`src/rtl/riscv_pkg.sv`:
```
// Shared types for the RISC-V writeback pipeline.
// Holds the writeback select enum, load funct3 codes and stage control bundle.
package riscv_pkg;

  typedef enum logic [1:0] {
    WB_ALU = 2'b00,
    WB_MEM = 2'b01,
    WB_PC4 = 2'b10
  } wbsel_t;

  localparam logic [2:0] F3_LB  = 3'b000;
  localparam logic [2:0] F3_LH  = 3'b001;
  localparam logic [2:0] F3_LW  = 3'b010;
  localparam logic [2:0] F3_LBU = 3'b100;
  localparam logic [2:0] F3_LHU = 3'b101;

  // wbsel kept as raw bits so the reserved code 11 stays representable
  typedef struct packed {
    logic       valid;
    logic [4:0] rd;
    logic       regwen;
    logic [1:0] wbsel;
    logic [2:0] funct3;
  } wb_ctrl_t;

endpackage

```
`src/rtl/riscv_load_align.sv`:
```
// Load data alignment: selects byte/halfword by offset and extends it.
// Purely combinational; word loads and unknown codes pass through.
module riscv_load_align
  import riscv_pkg::*;
#(
  parameter int XLEN = 32
) (
  input  logic [XLEN-1:0] i_rdata,
  input  logic [1:0]      i_off,
  input  logic [2:0]      i_funct3,
  output logic [XLEN-1:0] o_data
);

  logic [7:0]  w_byte;
  logic [15:0] w_half;

  always_comb begin
    w_byte = i_rdata[7:0];
    unique case (i_off)
      2'd0: w_byte = i_rdata[7:0];
      2'd1: w_byte = i_rdata[15:8];
      2'd2: w_byte = i_rdata[23:16];
      2'd3: w_byte = i_rdata[31:24];
    endcase
    w_half = i_off[1] ? i_rdata[31:16]
                      : i_rdata[15:0];
  end

  always_comb begin
    o_data = i_rdata;
    case (i_funct3)
      F3_LB:  o_data = {{(XLEN-8){w_byte[7]}}, w_byte};
      F3_LBU: o_data = {{(XLEN-8){1'b0}}, w_byte};
      F3_LH:  o_data = {{(XLEN-16){w_half[15]}}, w_half};
      F3_LHU: o_data = {{(XLEN-16){1'b0}}, w_half};
      default: o_data = i_rdata;
    endcase
  end

endmodule

```
`src/rtl/riscv_wb_pipe.sv`:
```
// Writeback pipeline EX -> MEM -> WB driving the regfile write port.
// Optional same-cycle bypass flags enabled by RISCV_WB_BYPASS_EN.
module riscv_wb_pipe
  import riscv_pkg::*;
#(
  parameter int XLEN = 32,
  parameter int PC_W = 32
) (
  input  logic            clk_i,
  input  logic            rst_i,
  input  logic            stall_i,
  input  logic            flush_i,
  input  logic [4:0]      rd_i,
  input  logic            regwen_i,
  input  logic [1:0]      wbsel_i,
  input  logic [2:0]      funct3_i,
  input  logic [PC_W-1:0] pc_i,
  input  logic [XLEN-1:0] alu_result_i,
  input  logic [XLEN-1:0] dmem_rdata_i,
`ifdef RISCV_WB_BYPASS_EN
  input  logic [4:0]      AddrA_i,
  input  logic [4:0]      AddrB_i,
  output logic            bypA_o,
  output logic            bypB_o,
`endif
  output logic [4:0]      AddrD_o,
  output logic [XLEN-1:0] DataD_o,
  output logic            RegWEn_o
);

  wb_ctrl_t        r_ex_ctrl;
  logic [PC_W-1:0] r_ex_pc4;
  wb_ctrl_t        r_mem_ctrl;
  logic [PC_W-1:0] r_mem_pc4;
  logic [XLEN-1:0] r_mem_alu;
  wb_ctrl_t        r_wb_ctrl;
  logic [PC_W-1:0] r_wb_pc4;
  logic [XLEN-1:0] r_wb_alu;
  logic [XLEN-1:0] r_wb_load;

  wb_ctrl_t        w_dec_ctrl;
  logic [PC_W-1:0] w_dec_pc4;
  wb_ctrl_t        w_ex_nxt;
  wb_ctrl_t        w_mem_nxt;
  logic [XLEN-1:0] w_load;
  logic            w_unused;

  always_comb begin
    w_dec_ctrl.valid  = 1'b1;
    w_dec_ctrl.rd     = rd_i;
    w_dec_ctrl.regwen = regwen_i;
    w_dec_ctrl.wbsel  = wbsel_i;
    w_dec_ctrl.funct3 = funct3_i;
    w_dec_pc4         = pc_i + PC_W'(4);
  end

  // flush overrides stall for EX and MEM; WB only obeys stall
  always_comb begin
    w_ex_nxt = r_ex_ctrl;
    if (!stall_i)
      w_ex_nxt = w_dec_ctrl;
    if (flush_i)
      w_ex_nxt.valid = 1'b0;
    w_mem_nxt = r_mem_ctrl;
    if (!stall_i)
      w_mem_nxt = r_ex_ctrl;
    if (flush_i)
      w_mem_nxt.valid = 1'b0;
  end

  always_ff @(posedge clk_i or posedge rst_i) begin
    if (rst_i) begin
      r_ex_ctrl <= '0;
      r_ex_pc4  <= '0;
    end else begin
      r_ex_ctrl <= w_ex_nxt;
      if (!stall_i)
        r_ex_pc4 <= w_dec_pc4;
    end
  end

  always_ff @(posedge clk_i or posedge rst_i) begin
    if (rst_i) begin
      r_mem_ctrl <= '0;
      r_mem_pc4  <= '0;
      r_mem_alu  <= '0;
    end else begin
      r_mem_ctrl <= w_mem_nxt;
      if (!stall_i) begin
        r_mem_pc4 <= r_ex_pc4;
        r_mem_alu <= alu_result_i;
      end
    end
  end

  riscv_load_align #(
    .XLEN(XLEN)
  ) u_align (
    .i_rdata (dmem_rdata_i),
    .i_off   (r_mem_alu[1:0]),
    .i_funct3(r_mem_ctrl.funct3),
    .o_data  (w_load)
  );

  always_ff @(posedge clk_i or posedge rst_i) begin
    if (rst_i) begin
      r_wb_ctrl <= '0;
      r_wb_pc4  <= '0;
      r_wb_alu  <= '0;
      r_wb_load <= '0;
    end else if (!stall_i) begin
      r_wb_ctrl <= r_mem_ctrl;
      r_wb_pc4  <= r_mem_pc4;
      r_wb_alu  <= r_mem_alu;
      r_wb_load <= w_load;
    end
  end

  always_comb begin
    DataD_o = r_wb_alu;
    case (r_wb_ctrl.wbsel)
      WB_MEM:  DataD_o = r_wb_load;
      WB_PC4:  DataD_o = XLEN'(r_wb_pc4);
      default: DataD_o = r_wb_alu;
    endcase
  end

  assign AddrD_o  = r_wb_ctrl.rd;
  assign RegWEn_o = r_wb_ctrl.valid
                  & r_wb_ctrl.regwen
                  & (r_wb_ctrl.rd != 5'd0);
  assign w_unused = ^r_wb_ctrl.funct3;

`ifdef RISCV_WB_BYPASS_EN
  assign bypA_o = RegWEn_o & (AddrA_i == AddrD_o);
  assign bypB_o = RegWEn_o & (AddrB_i == AddrD_o);
`endif

endmodule

```
`config.mk`:
```
export PLATFORM = sky130hd
export DESIGN_NAME = riscv_wb_pipe
export DESIGN_NICKNAME = d
export VERILOG_FILES = /design/src/rtl/riscv_pkg.sv /design/src/rtl/riscv_load_align.sv /design/src/rtl/riscv_wb_pipe.sv
export SDC_FILE = /design/constraint.sdc
export NUM_CORES = 1
export LEC_CHECK = 0
export ABC_AREA = 1
export CAP_MARGIN = 40
export CORE_ASPECT_RATIO = 1.5
export CORE_MARGIN = 5
export CORE_UTILIZATION = 40
export CTS_CLUSTER_SIZE = 8
export DETAILED_ROUTE_END_ITERATION = 6
export GPL_ROUTABILITY_DRIVEN = 0
export REMOVE_ABC_BUFFERS = 1
export SYNTH_ARGS = -nofsm -noshare
export SYNTH_HDL_FRONTEND = slang
export SYNTH_SLANG_ARGS = --single-unit
export TNS_END_PERCENT = 20
```
`constraint.sdc`:
```
create_clock -name clk_i -period 13.6 [get_ports clk_i]
set_input_delay 1.36 -clock clk_i [delete_from_list [all_inputs] [get_ports clk_i]]
set_output_delay 1.36 -clock clk_i [all_outputs]
set_load 0.01 [all_outputs]
```
==> flow_summary.toml, run 1 <==
[sta]
slew-limit-headroom_pct = 41.4
min_period_over_period_pct = 32.6
worstMarginPinSlew_ps = 879
max_clock_freq_mhz = 226
fin_crit_ps = 4430
grt_setup_unrepaired = "false"
finClkSkew_ps = 8.23
report.final.hold_viol_count = 0
report.final.setup_viol = 0
fin_setup_tns_ps = 0
drv_slew = 0

[global_routing]
grt_start_max_net_pins = 126
grtUsageTotal_pct = 19.7
grt_pass1_wl_mm = 47.3
grt.overflow.total = 0
grt_pass1_vias = 9260
grt_antenna_before_repair = 0

[worst_setup_path]
crit_buf_inv = 5
slowest_stage = "clkdlybuf4s50_1"
timing.critical_path.required_ps = 12240
worst-endpoint-arrival_ps = 3070
timing.critical_path.cells = "inv_1, ha_1, buf_4, inv_1, buf_4, nor2_1, a21oi_1, clkdlybuf4s50_1"
max_stage_delay_ps = 570
crit_type = "register to output pin"
critical_path.endpoint_type = "output pin"
path_max_fanout = 33
startpoint_type = "register"
worst_path_top_cell_family_by_delay = "buffers and inverters"

[flow_run]
max_cap_violations = 0

[clock_tree]
cts_resized = 0
postCtsHoldBufs = 0
root_buffer_master = "clkbuf_16"
tritoncts_clock_tree = "yes"
clkTransAtPathRegs_ps = 50
cts.sinks = 225
ctsLongestPathBuffers = 3
cts.htree.levels = 2
count_of_buffers_added_by_post_cts_timing_repair_for_setup = 0
cts_inserted_buffers = 34
clk_latency_ps = 500

[logic_synthesis]
post_synth_cell_types = 35
synthCells = 1356
mappedNetlistArea_um2 = 10600
post_synthesis_sequential_area_ratio_pct = 53.3
synthesis.area_per_instance_um2 = 7.79
synth-seq-cells = 225
yosys_warnings = 0

[outcome]
status = "complete, no violations"

[final_layout]
post_route_cells_drive_above_1_share_pct = 5.20
areaGrowthSynthToFinish_pct = 24.9
nNetsFinal = 1592
sequential_cell_area_um2 = 5630
post-route-cell-area_um2 = 13200
antenna_cells_inserted = 0
fill_cells = 2574
multi_input_comb_area_um2 = 4180

[routing]
vias_after_detailed_routing = 9063
detail_route.wl_per_cell_um = 15.9
total_wire_length_mm = 28.9
via_density_per_instance = 4.99
drt_iter0_markers = 734
antenna_violating_nets_post_route = 0
drt_pre_antenna_iters = 5
detail_route.drc_violations = 0

[die]
floorplan.core_area_um2 = 26300
floorplan.rows = 73
initial_utilization_pct = 40.2
ios = 149
width_of_the_die_um = 143
floorplan.die.height_um = 209
dieArea_um2 = 29800

[hold_path]
holdCritPathClass = "register to register"

[pwr]
power_density_nw_per_um2 = 143
vdd.ir_drop.worst_uv = 73.8
power.static_leakage_nw = 6.43

[placement]
dp_hpwl_mm = 19.6
placed_area_um2 = 12300
port_buffers = 148
## Yosys cell counts, drive strengths merged
master  count  area [µm²]
o21ai     124         621
nor4        1        6.26
nand3      59         310
nor3        1        5.00
buf        45         263
clkbuf     31         116
ha          3        37.5
dfrtp     225        5630
a211oi      1        7.51
nand4       1        6.26
nand2     549        2100
xnor2       1        8.76
o31ai       1        7.51
o211ai      3        22.5
a31oi       3        18.8
xor2        9        78.8
nand3b      1        7.51
o21a        1        7.51
a21oi      99         495
a22oi       1        7.51
nor2       96         428
or2         1        6.26
inv       100         380
## through the flow
step / util [%] / cells / total power, W / setup WS, ps / hold slack (ps)
4_1_cts: 50.2 / 1817 / 0.00192 / 9110 / 463
3_3_place_gp: 46.2 / 1773 / 0.00116 / 9390 / 451
3_5_place_dp: 46.8 / 1779 / 0.00117 / 9640 / 454
6_report: 50.2 / 1817 / 0.00189 / 9170 / 458
5_1_grt: 50.2 / 1817 / 0.00199 / 8970 / 483
2_1_floorplan: - / 1280 / 0.000978 / 6080 / 442
## final timing paths
| kind | startpoint | endpoint | slack (ps) | cells after the start |
|---|---|---|---|---|
| min in group asynchronous | rst_i | r_wb_alu[29]$_DFFE_PP0N_ | 1370 | 2 |
| worst max register to register | r_mem_ctrl[1]$_DFFE_PP0N_ | r_wb_load[22]$_DFFE_PP0N_ | 11520 | 6 |
| worst min register to register | r_ex_pc4[6]$_DFFE_PP0N_ | r_mem_pc4[6]$_DFFE_PP0N_ | 460 | 2 |
| max in group asynchronous | rst_i | r_ex_pc4[21]$_DFFE_PP0N_ | 10530 | 6 |
| worst min-delay path | r_ex_pc4[6]$_DFFE_PP0N_ | r_mem_pc4[6]$_DFFE_PP0N_ | 460 | 2 |
| worst max-delay path | r_wb_ctrl[3]$_DFFE_PP0N_ | DataD_o[28] | 9170 | 8 |
## area by class of cell
cell class,count,share of cell area (%)
Clock buffer,36,6.66
Sequential cell,225,42.6
Inverter,100,2.98
Multi-Input combinational cell,955,31.6
Tap cell,337,3.19
Clock inverter,2,0.133
Timing Repair Buffer,162,12.7
## per-layer routing
| layer | routed length [µm] | GRT usage [%] | vias up |
|---|---|---|---|
| li1 | - | - | 4510 |
| met1 | 12200 | 26.0 | 4196 |
| met2 | 13700 | 31.7 | 275 |
| met3 | 1750 | 3.39 | 82 |
| met4 | 1230 | 9.12 | 0 |
| met5 | 0 | 0 | - |
## cells by family (layout without fill, tap and decap cells)
kind of cell	after synthesis	after routing	synth area share, %
AOI/OAI and AO/OA	233	233	11.2
buffers and inverters	176	300	7.19
and+or+nand+nor	709	709	27.1
DFF	225	225	53.3
adders and majority gates	3	3	0.355
xor gates and xnor gates	10	10	0.829
## cells in the final DEF (no fill, tap or decap), types with 2 or more instances in the layout
cell,instances
nor2_1,88
nand2_1,541
o21ai_1,9
nor2_8,2
xor2_1,9
inv_2,2
buf_4,8
inv_4,2
clkbuf_16,35
buf_8,2
inv_1,94
nand2_2,5
buf_16,4
o211ai_1,3
clkdlybuf4s50_1,147
dfrtp_1,225
nor2_4,4
nand2_4,3
ha_1,3
a31oi_1,3
inv_6,2
nand3_2,3
nand3_1,56
o21ai_0,115
nor2_2,2
a21oi_1,99
## tightest hold or removal path, stage by stage, from the launching register on
cell	delay, ps
dfrtp_1	330
nand2_1	50
nand2_1	50
## power by group
group	internal [W]	total (W)	switching (W)
clock	0.000452	0.000730	0.000278
combinational	0.000158	0.000360	0.000202
sequential	0.000749	0.000797	0.0000485
total	0.00136	0.00189	0.000529
## sequential cells by signal, indices dropped and copies added, names as in the netlist, 12 cells and up
name,cells
r_mem_ctrl,12
r_mem_pc4,32
r_ex_ctrl,12
r_wb_alu,32
r_wb_load,32
r_ex_pc4,32
r_wb_pc4,32
r_mem_alu,32
Power figures use the tool's default switching activity.
==> run 2: changes to the inputs <==
==> constraint.sdc (replaced) <==
create_clock -name clk_i -period 3.6 [get_ports clk_i]
set_input_delay 0.36 -clock clk_i [delete_from_list [all_inputs] [get_ports clk_i]]
set_output_delay 0.36 -clock clk_i [all_outputs]
set_load 0.01 [all_outputs]
==> flow_summary.toml, run 2 (same netlist as run 1, synthesis figures left out) <==
[outcome]
status = "complete, no violations"

[worst_setup_path]
max_stage_delay_ps = 580
timing.critical_path.cells = "inv_1, ha_1, inv_1, buf_4, nor2_1, a21oi_1, clkdlybuf4s50_1"
worst-r2r-setup-slack_ps = 1590
cpMostUsedCell = "inv_1"
worst_r2r_endpoint = "r_wb_load[22]$_DFFE_PP0N_"
worst-r2r-cell-count = 6
timing.critical_path.required_ps = 3240
path_max_fanout = 31
slowest_stage = "clkdlybuf4s50_1"
startpoint_type = "register"
worst-endpoint-arrival_ps = 2530
crit_type = "register to output pin"
critical_path.endpoint_type = "output pin"
rr_startpoint = "r_mem_alu[1]$_DFFE_PP0N_"

[pwr]
power_density_nw_per_um2 = 547
vdd.ir_drop.worst_uv = 321
power.static_leakage_nw = 6.43

[routing]
met3_length_mm = 1.66
met1_length_mm = 12.5
routed.top_layer = "met4"
drt_iter0_markers = 626
total_wire_length_mm = 29.2
via_density_per_instance = 4.98
detail_route.drc_violations = 0
met2_wirelength_mm = 14.0
vias_after_detailed_routing = 9063
drt_pre_antenna_iters = 5
detail_route.wl_per_cell_um = 16.0
antenna_violating_nets_post_route = 0

[final_layout]
nNetsFinal = 1592
mostFrequentLayoutCell = "nand2_1"
post_route_cells_drive_above_1_share_pct = 5.27
leading_cell_types_in_the_layout_fill_and_taps_excluded = "nand2_1 (541), dfrtp_1 (225), clkdlybuf4s50_1 (147)"
fill_cells = 2630
areaGrowthSynthToFinish_pct = 24.9
layout.cells.non_filler = 1820

[die]
initial_utilization_pct = 40.2
floorplan.rows = 73
floorplan.core_area_um2 = 26300
dieArea_um2 = 29800
floorplan.die.height_um = 209
ios = 149
width_of_the_die_um = 143

[flow_run]
max_cap_violations = 0

[sta]
min_period_over_period_pct = 80.3
grt_setup_unrepaired = "false"
worstMarginPinSlew_ps = 845
max_clock_freq_mhz = 346
drv_slew = 0
report.final.hold_viol_count = 0
post-route-worst-setup-slack_ps = 711
fin_crit_ps = 2890
finClkSkew_ps = 11.1
report.final.setup_viol = 0
slew-limit-headroom_pct = 43.7

[clock_tree]
clkTransAtPathRegs_ps = 50
cts.htree.levels = 2
cts_resized = 0
postCtsHoldBufs = 0
ctsLongestPathBuffers = 3
cts_inserted_buffers = 34
tritoncts_clock_tree = "yes"
clk_latency_ps = 490
cts.sinks = 225
root_buffer_master = "clkbuf_16"
count_of_buffers_added_by_post_cts_timing_repair_for_setup = 0

[global_routing]
grt_start_max_net_pins = 175
grt_pass1_wl_mm = 48.0
grt.overflow.total = 0
grt_pass1_vias = 9241
grt_antenna_before_repair = 2
grtUsageTotal_pct = 19.8

[placement]
dp_hpwl_mm = 19.7
pre_cts_ws_ps = 1200
placedCellCount = 1779
port_buffers = 148

[hold_path]
min-delay-start = "stall_i"
min_delay_path_depth = 3
holdCritPathClass = "input pin to register"
end_of_the_worst_hold_path = "r_ex_ctrl[9]$_DFFE_PP0N_"
run 2: cell types whose count changed in the layout (fill, tap and decap cells not counted), sizes merged:
| cell | previous run | this run |
|---|---|---|
| clkbuf | 36 | 38 |
| inv | 101 | 100 |
| diode | 0 | 2 |
run 2: where the power goes:
| part | switching (W) | total, W | internal, W |
|---|---|---|---|
| Sequential | 0.000174 | 0.00300 | 0.00283 |
| Clock | 0.00104 | 0.00284 | 0.00179 |
| Combinational | 0.000783 | 0.00138 | 0.000592 |
| Total | 0.00200 | 0.00722 | 0.00521 |
run 2: worst max path at each step:
stage / from / endpoint / slack (ps) / cells past startpoint
6_report: r_wb_ctrl[3]$_DFFE_PP0N_ / DataD_o[10] / 710 / 7
3_3_place_gp: r_wb_ctrl[3]$_DFFE_PP0N_ / DataD_o[17] / 1220 / 6
3_5_place_dp: r_wb_ctrl[3]$_DFFE_PP0N_ / DataD_o[10] / 1200 / 7
4_1_cts: r_wb_ctrl[3]$_DFFE_PP0N_ / DataD_o[10] / 700 / 7
5_1_grt: r_wb_ctrl[3]$_DFFE_PP0N_ / DataD_o[24] / 580 / 7
2_1_floorplan: rst_i / AddrD_o[0]$_DFFE_PP0N_ / -2920 / 1
run 2: worst max-delay path, delay by kind of cell (launching register included):
kind            cells  cell delay [ps]
buf+inv             4             1110
flops               1              340
fa+ha+maj           1              300
compound gates      1              220
simple gates        1               70
run 2: metrics by stage:
| step | TNS (ps) | hold slack, ps | util (%) | instance area (µm²) | total power [W] |
|---|---|---|---|---|---|
| after floorplan | -657630 | 423 | - | 10200 | 0.00369 |
| after global placement | 0 | 451 | 46.5 | 12200 | 0.00441 |
| after detailed placement | 0 | 452 | 46.6 | 12300 | 0.00443 |
| after CTS | 0 | 294 | 50.2 | 13200 | 0.00732 |
| after global routing | 0 | 330 | 50.2 | 13200 | 0.00761 |
| final | 0 | 315 | 50.2 | 13200 | 0.00722 |
run 2: metal layers:
layer  vias up  GRT usage, %
met5         -             0
met4         0          7.48
met1      4244          27.0
met2       254          31.9
met3        66          2.86
li1       4499             -
run 2: layout make-up:
class	instances	area (µm²)	share of cell area [%]
flip-flops and latches	225	5630	42.7
multi-input cells	955	4180	31.7
repair buffers	162	1630	12.4
clock buffers	38	930	7.04
well taps	337	422	3.19
inverters	100	393	2.98
clock inverters	1	8.76	0.0664
diodes	2	5.00	0.0379
==> run 3: changes to the inputs <==
==> constraint.sdc (replaced) <==
create_clock -name clk_i -period 2.6 [get_ports clk_i]
set_input_delay 0.26 -clock clk_i [delete_from_list [all_inputs] [get_ports clk_i]]
set_output_delay 0.26 -clock clk_i [all_outputs]
set_load 0.01 [all_outputs]
==> flow_summary.toml, run 3 (same netlist as run 1, synthesis figures left out) <==
[worst_setup_path]
path_max_fanout = 13
startpoint_type = "register"
critical_path.endpoint_type = "output pin"
crit_start = "r_wb_ctrl[3]$_DFFE_PP0N_"
worst-r2r-cell-count = 6
rr_startpoint = "r_mem_alu[1]$_DFFE_PP0N_"
worst-endpoint-arrival_ps = 2060
timing.critical_path.required_ps = 2340
crit_type = "register to output pin"

[final_layout]
leading_cell_types_in_the_layout_fill_and_taps_excluded = "nand2_1 (541), dfrtp_1 (225), o21ai_0 (115), clkdlybuf4s50_1 (115), a21oi_1 (98)"
post_route_cells_drive_above_1_share_pct = 6.04
nNetsFinal = 1601
post-route-cell-area_um2 = 13300
multi_input_comb_area_um2 = 4180
sequential_cell_area_um2 = 5630
fill_cells = 2600
finish.utilization_pct = 50.7
mostFrequentLayoutCell = "nand2_1"
areaGrowthSynthToFinish_pct = 26.2

[global_routing]
grtUsageTotal_pct = 19.7
grt_pass1_wl_mm = 47.4
grt_pass1_vias = 9104
grt.overflow.total = 0
grt_start_max_net_pins = 163
grt_antenna_before_repair = 2

[clock_tree]
postCtsHoldBufs = 0
ctsLongestPathBuffers = 3
count_of_buffers_added_by_post_cts_timing_repair_for_setup = 0
clk_latency_ps = 500
cts_resized = 21
root_buffer_master = "clkbuf_16"
cts.sinks = 225
cts_inserted_buffers = 34
clkTransAtPathRegs_ps = 50
tritoncts_clock_tree = "yes"
cts.htree.levels = 2

[die]
dieArea_um2 = 29800
ios = 149
initial_utilization_pct = 40.2
floorplan.core_area_um2 = 26300
width_of_the_die_um = 143
floorplan.die.height_um = 209
floorplan.rows = 73

[sta]
fin_crit_ps = 2320
drv_slew = 0
report.final.hold_viol_count = 0
report.final.setup_viol = 0
min_period_over_period_pct = 89.1
grt_setup_unrepaired = "false"
max_clock_freq_mhz = 432
finClkSkew_ps = 9.25
slew-limit-headroom_pct = 53.7
worstMarginPinSlew_ps = 694

[flow_run]
max_cap_violations = 0

[routing]
total_wire_length_mm = 29.1
detail_route.drc_violations = 0
vias_after_detailed_routing = 9107
drt_pre_antenna_iters = 5
detail_route.wl_per_cell_um = 15.9
antenna_violating_nets_post_route = 0
drt_iter0_markers = 537
via_density_per_instance = 4.98

[placement]
port_buffers = 148
dp_hpwl_mm = 19.9
placed_area_um2 = 12400

[pwr]
report.power.total_w = 0.0100
power_density_nw_per_um2 = 750
vdd.ir_drop.worst_uv = 430
power.static_leakage_nw = 6.68

[outcome]
status = "complete, no violations"

[hold_path]
holdCritPathClass = "input pin to async pin"
==> run 3: worst paths after layout <==
kind	endpoint	slack [ps]
worst max-delay path	DataD_o[17]	280
worst min-delay path	r_mem_alu[29]$_DFFE_PP0N_	200
worst max register to register	r_wb_load[30]$_DFFE_PP0N_	560
worst min register to register	r_mem_ctrl[5]$_DFFE_PP0N_	460
max in group asynchronous	r_mem_ctrl[8]$_DFFE_PP0N_	1710
min in group clk_i	r_ex_ctrl[3]$_DFFE_PP0N_	220
==> run 3: final cells by class <==
type	instances	share of cell area, %
clock buffers	38	6.97
multi-input cells	955	31.4
repair buffers	171	13.2
clock inverters	1	0.0657
diodes	2	0.0375
flip-flops and latches	225	42.2
inverters	100	2.95
well taps	337	3.16
==> run 3: layer usage <==
layer	wire (µm)	share of wire (%)	vias to the layer above	track usage [%]
met4	1010	3.5	0	8.07
met3	1580	5.4	66	3.34
li1	-	-	4525	-
met2	14000	48	258	31.6
met5	0	0	-	0
met1	12500	43	4258	26.3
==> run 3: metrics by stage <==
step	TNS [ps]	instances	hold WS, ps	setup slack, ps
after detailed placement	0	1788	452	389
after global routing	0	1829	234	180
final	0	1829	204	285
after floorplan	-860140	1280	323	-3820
after global placement	0	1788	452	367
after CTS	-365	1827	208	-45.8
==> run 3: power breakdown <==
part           internal (W)  total [W]  leakage, nW  switching [W]
Sequential          0.00392    0.00415         2.76       0.000237
Combinational      0.000784    0.00187         3.46        0.00108
Clock               0.00248    0.00398        0.461        0.00149
==> run 3: worst max-delay path, stage by stage (launching register included) <==
cell	delay (ps)
dfrtp_1	390
inv_1	80
ha_2	300
inv_2	100
buf_6	170
nor2_1	70
a21oi_2	150
dlygate4sd2_1	290
==> edit 1, RTL diff (settings of run 2) <==
Add a define of `RISCV_WB_BYPASS_EN`.
--- a/src/rtl/riscv_wb_pipe.sv
+++ b/src/rtl/riscv_wb_pipe.sv
@@ -2,2 +2,4 @@
 // Optional same-cycle bypass flags enabled by RISCV_WB_BYPASS_EN.
+`define RISCV_WB_BYPASS_EN
+
 module riscv_wb_pipe
Ports: changed (added AddrA_i, AddrB_i, bypA_o and bypB_o); port bits go from 149 to 161. No check against the original RTL was run, so the function may have changed too.
==> edit 1 against run 2 <==
Sequential cell count unchanged; global-route usage up 0.31 points; clock power decreased by 3%; synthesized area is 0.22% higher; routed wire length up 1.8%; power fell by 0.84%; setup slack worse by 0.15 ns; design area rose by 0.85%; largest cell class unchanged; highest routed layer unchanged.
==> edit 1: results (changes against run 2) <==
status completed (unchanged); seq_cells 225 (unchanged); buffer share of cell area 13.1% (was 12.4%); R2R Setup Slk 1.50 ns (was 1.59 ns); DRT iter0 DRCs 667 (was 626); clk_buf instances 36 (was 38); Critical Path End DataD_o[1] (was DataD_o[10]); WL per Instance 16.0 um (about the same); layout overhead on the synthesized area 25.7% (was 24.9%); total number of vias 9206 (was 9063); critical path's largest stage delay 0.61 ns (was 0.58 ns); M2 GR Usage 34.4% (was 31.9%); largest cells by area after synthesis dfrtp_1, nand2_1, o21ai_0 (unchanged); Clock-cell share 6.74% (was 7.11%); met1 GRT Util 25.3% (was 27.0%); r2r worst-path depth 7 (was 6); top cells by count, synth nand2_1, dfrtp_1, o21ai_0 (unchanged); multi-input combinational area share 31.8% (was 31.7%); via/cell ratio 4.97 (was 4.98); Ant. Diodes 0 (was 2); pre-CTS setup slack 1.04 ns (was 1.20 ns); Crit Path Max Fanout 18 (was 31); Min-Delay Path Class input pin to asynchronous set/reset pin (was input pin to register); Peak supply drop 0.294 mV (was 0.321 mV); initial antenna violation count 0 (was 2); Cells after DPL 1815 (was 1779); Worst path slowest cell ha_1 (was clkdlybuf4s50_1); largest net degree at the start of global routing 224 (was 175); GRT Resource Usage Total 20.1% (was 19.8%); Placed Area 12400 sq um (was 12300 sq um); Seq/Total Area, Yosys 53.2% (was 53.3%); FF-to-FF End r_wb_load[14] (was r_wb_load[22]); Pleak 6.48 nW (was 6.43 nW); fill count 2586 (was 2630); Port Buffer Count 160 (was 148); hold_ws 0.305 ns (was 0.315 ns)
## edit 1: cell count changes in the layout (fill, tap and decap cells not counted), sizes merged, moves of 3 or more
cell / delta
clkdlybuf4s50: +12
nand2: +27
nand3: -12
o21ai: -5
xnor2: +8
xor2: +3
## edit 1: routing by layer
metal / routed length (um) / part of all wire [%] / vias to the layer above
li1: - / - / 4583
met1: 12500 / 42 / 4295
met2: 14700 / 49 / 264
met3: 1470 / 4.9 / 64
met4: 1120 / 3.8 / 0
met5: 0 / 0 / -
## edit 1: report_power, final
group / switching, mW / internal, mW / leakage (nW)
clock: 1.05 / 1.71 / 0.441
combinational: 0.773 / 0.612 / 3.28
sequential: 0.188 / 2.83 / 2.76
## edit 1: cell families after synthesis
logic type               share of synthesized area [%]
AND/OR/NAND/NOR                                   26.9
AO/OA/AOI/OAI                                     11.0
flip-flops                                        53.2
buffers and inverters                             6.88
XOR/XNOR                                          1.74
adder cells (fa/ha/maj)                          0.354
==> edit 2, RTL diff (config.mk and constraints of run 2) <==
Without the edit above. Make the reset (`rst_i`) synchronous in 3 clocked blocks.
--- a/src/rtl/riscv_wb_pipe.sv
+++ b/src/rtl/riscv_wb_pipe.sv
@@ -70,3 +70,3 @@
 
-  always_ff @(posedge clk_i or posedge rst_i) begin
+  always_ff @(posedge clk_i) begin
     if (rst_i) begin
@@ -81,3 +81,3 @@
 
-  always_ff @(posedge clk_i or posedge rst_i) begin
+  always_ff @(posedge clk_i) begin
     if (rst_i) begin
@@ -104,3 +104,3 @@
 
-  always_ff @(posedge clk_i or posedge rst_i) begin
+  always_ff @(posedge clk_i) begin
     if (rst_i) begin
Formal check against the unedited RTL: differs if rst_i is asserted again (counterexample within 4 cycles, from zero or initial values and one cycle with rst_i high); with rst_i held inactive, the same outputs for 10 cycles.
==> edit 2 against run 2 <==
Synthesized cell count rose by 8.6%; routed wire length fell by 1.0%; synthesized area fell by 5.6%; clock skew is 0.0054 ns lower; design area fell by 5.6%; die area is 5.2% lower; register-to-register slack worse by 0.29 ns; sequential cell count unchanged; setup slack got worse by 0.16 ns; power decreased by 11%; count of clock-buffer cells in the layout is 3 lower; critical path type unchanged; highest routed layer unchanged.
==> edit 2: results (changes against run 2) <==
Yosys warning count 0 (unchanged); HPWL Detailed 19700 um (about the same); Endpoint, Worst Hold r_ex_ctrl[3] (was r_ex_ctrl[9]); Synth async-reset ratio 0% (was 100%); Worst path slowest cell ha_1 (was clkdlybuf4s50_1); fin nets 1690 (was 1592); DR WL met3 1310 um (was 1660 um); status completed (unchanged); Ant. Diodes 0 (was 2); first-pass GRT wire length 47100 um (was 48000 um); Crit Path Max Fanout 16 (was 31); P_clk 2.73 mW (was 2.84 mW); R2R Setup Slk 1.30 ns (was 1.59 ns); pwr/cell area 517 nW/um^2 (was 547 nW/um^2); Synth cell types 34 (was 35); critical path arrival 2.69 ns (was 2.53 ns); Hold Crit Start rst_i (was stall_i); router iterations before antenna repair 7 (was 5); Seq group 2.77 mW (was 3.00 mW); DRT met1 WL 12600 um (was 12500 um); Pleak 5.39 nW (was 6.43 nW); total number of vias 9481 (was 9063); GRT Resource Usage Total 20.1% (was 19.8%); R2R Path Start r_mem_ctrl[1] (was r_mem_alu[1]); maximum clock path buffer count 3 (unchanged); total CTS buffers 34 (unchanged); ys flop type dfxtp_1 (was dfrtp_1); critical path launch point r_wb_ctrl[3] (unchanged); Worst Hold Depth 4 (was 3); initial antenna violation count 0 (was 2); Internal 4.77 mW (was 5.21 mW); WL per Instance 15.2 um (was 16.0 um); Peak supply drop 0.299 mV (was 0.321 mV); hold_ws 0.363 ns (was 0.315 ns); r2r worst-path depth 7 (was 6); layout cells sized above 1 5.32% (was 5.27%); Placed Area 11600 sq um (was 12300 sq um); Detailed Route WL 28900 um (was 29200 um); Mapped Cells 1472 (was 1356); vias in the first global route 9135 (was 9241); clk_skew 0.00570 ns (was 0.0111 ns); largest cells by area after synthesis dfxtp_1, nor2_1, o21ai_0 (was dfrtp_1, nand2_1, o21ai_0); Seq/Total Area, Yosys 45.1% (was 53.3%); top cells by count, synth nor2_1, dfxtp_1, o21ai_0 (was nand2_1, dfrtp_1, o21ai_0); critical path's largest stage delay 0.67 ns (was 0.58 ns); met2 routed wirelength 14300 um (was 14000 um); Cells after DPL 1864 (was 1779); fill count 2485 (was 2630); FF-to-FF End r_wb_load[18] (was r_wb_load[22]); Worst-Margin Slew 0.797 ns (was 0.845 ns); DRT iter0 DRCs 570 (was 626); largest net degree at the start of global routing 106 (was 175)
[edit 2: cell count changes in the layout (fill, tap and decap cells not counted), moves of 28 or more]
cell | run 2 | this run
o21ai_0 | 115 | 225
nor2_1 | 88 | 411
dfxtp_1 | 0 | 225
a21oi_1 | 99 | 127
dfrtp_1 | 225 | 0
nand2_1 | 541 | 181
[edit 2: area by class of cell]
type	count	area [sq um]	area share [%]
Timing Repair Buffer	165	1630	13.0
Sequential cell	225	4500	36.1
Multi-Input combinational cell	1036	4600	36.9
Tap cell	324	405	3.25
Clock inverter	4	42.5	0.341
Clock buffer	35	855	6.86
Inverter	114	435	3.49
[edit 2: metal layers]
layer,track usage [%],up-vias
li1,-,4883
met1,24.8,4312
met2,35.4,235
met3,3.35,51
met4,6.82,0
met5,0,-
[edit 2: cells by family (layout without fill, tap and decap cells)]
logic type / count (synthesis) / count (layout) / synth area share, %
AOI/OAI and AO/OA: 371 / 371 / 19.1
xor gates and xnor gates: 7 / 7 / 0.614
adders and majority gates: 3 / 3 / 0.376
buffers and inverters: 211 / 318 / 8.79
DFF: 225 / 225 / 45.1
and+or+nand+nor: 655 / 655 / 25.9
[edit 2: metrics by stage]
stage	util [%]	setup WS [ns]
finish	50.8	0.550
global route	50.8	0.357
CTS	50.8	0.477
detailed placement	47.2	1.02
global placement	47.2	1.04
floorplan	-	0.501
[edit 2: worst reg2reg max path: cells and delay by family, from the launching register on]
family                 cells  cell delay [ns]
DFF                        1             0.46
buffers and inverters      2             0.66
and+or+nand+nor            4             0.99
AOI/OAI and AO/OA          1             0.13
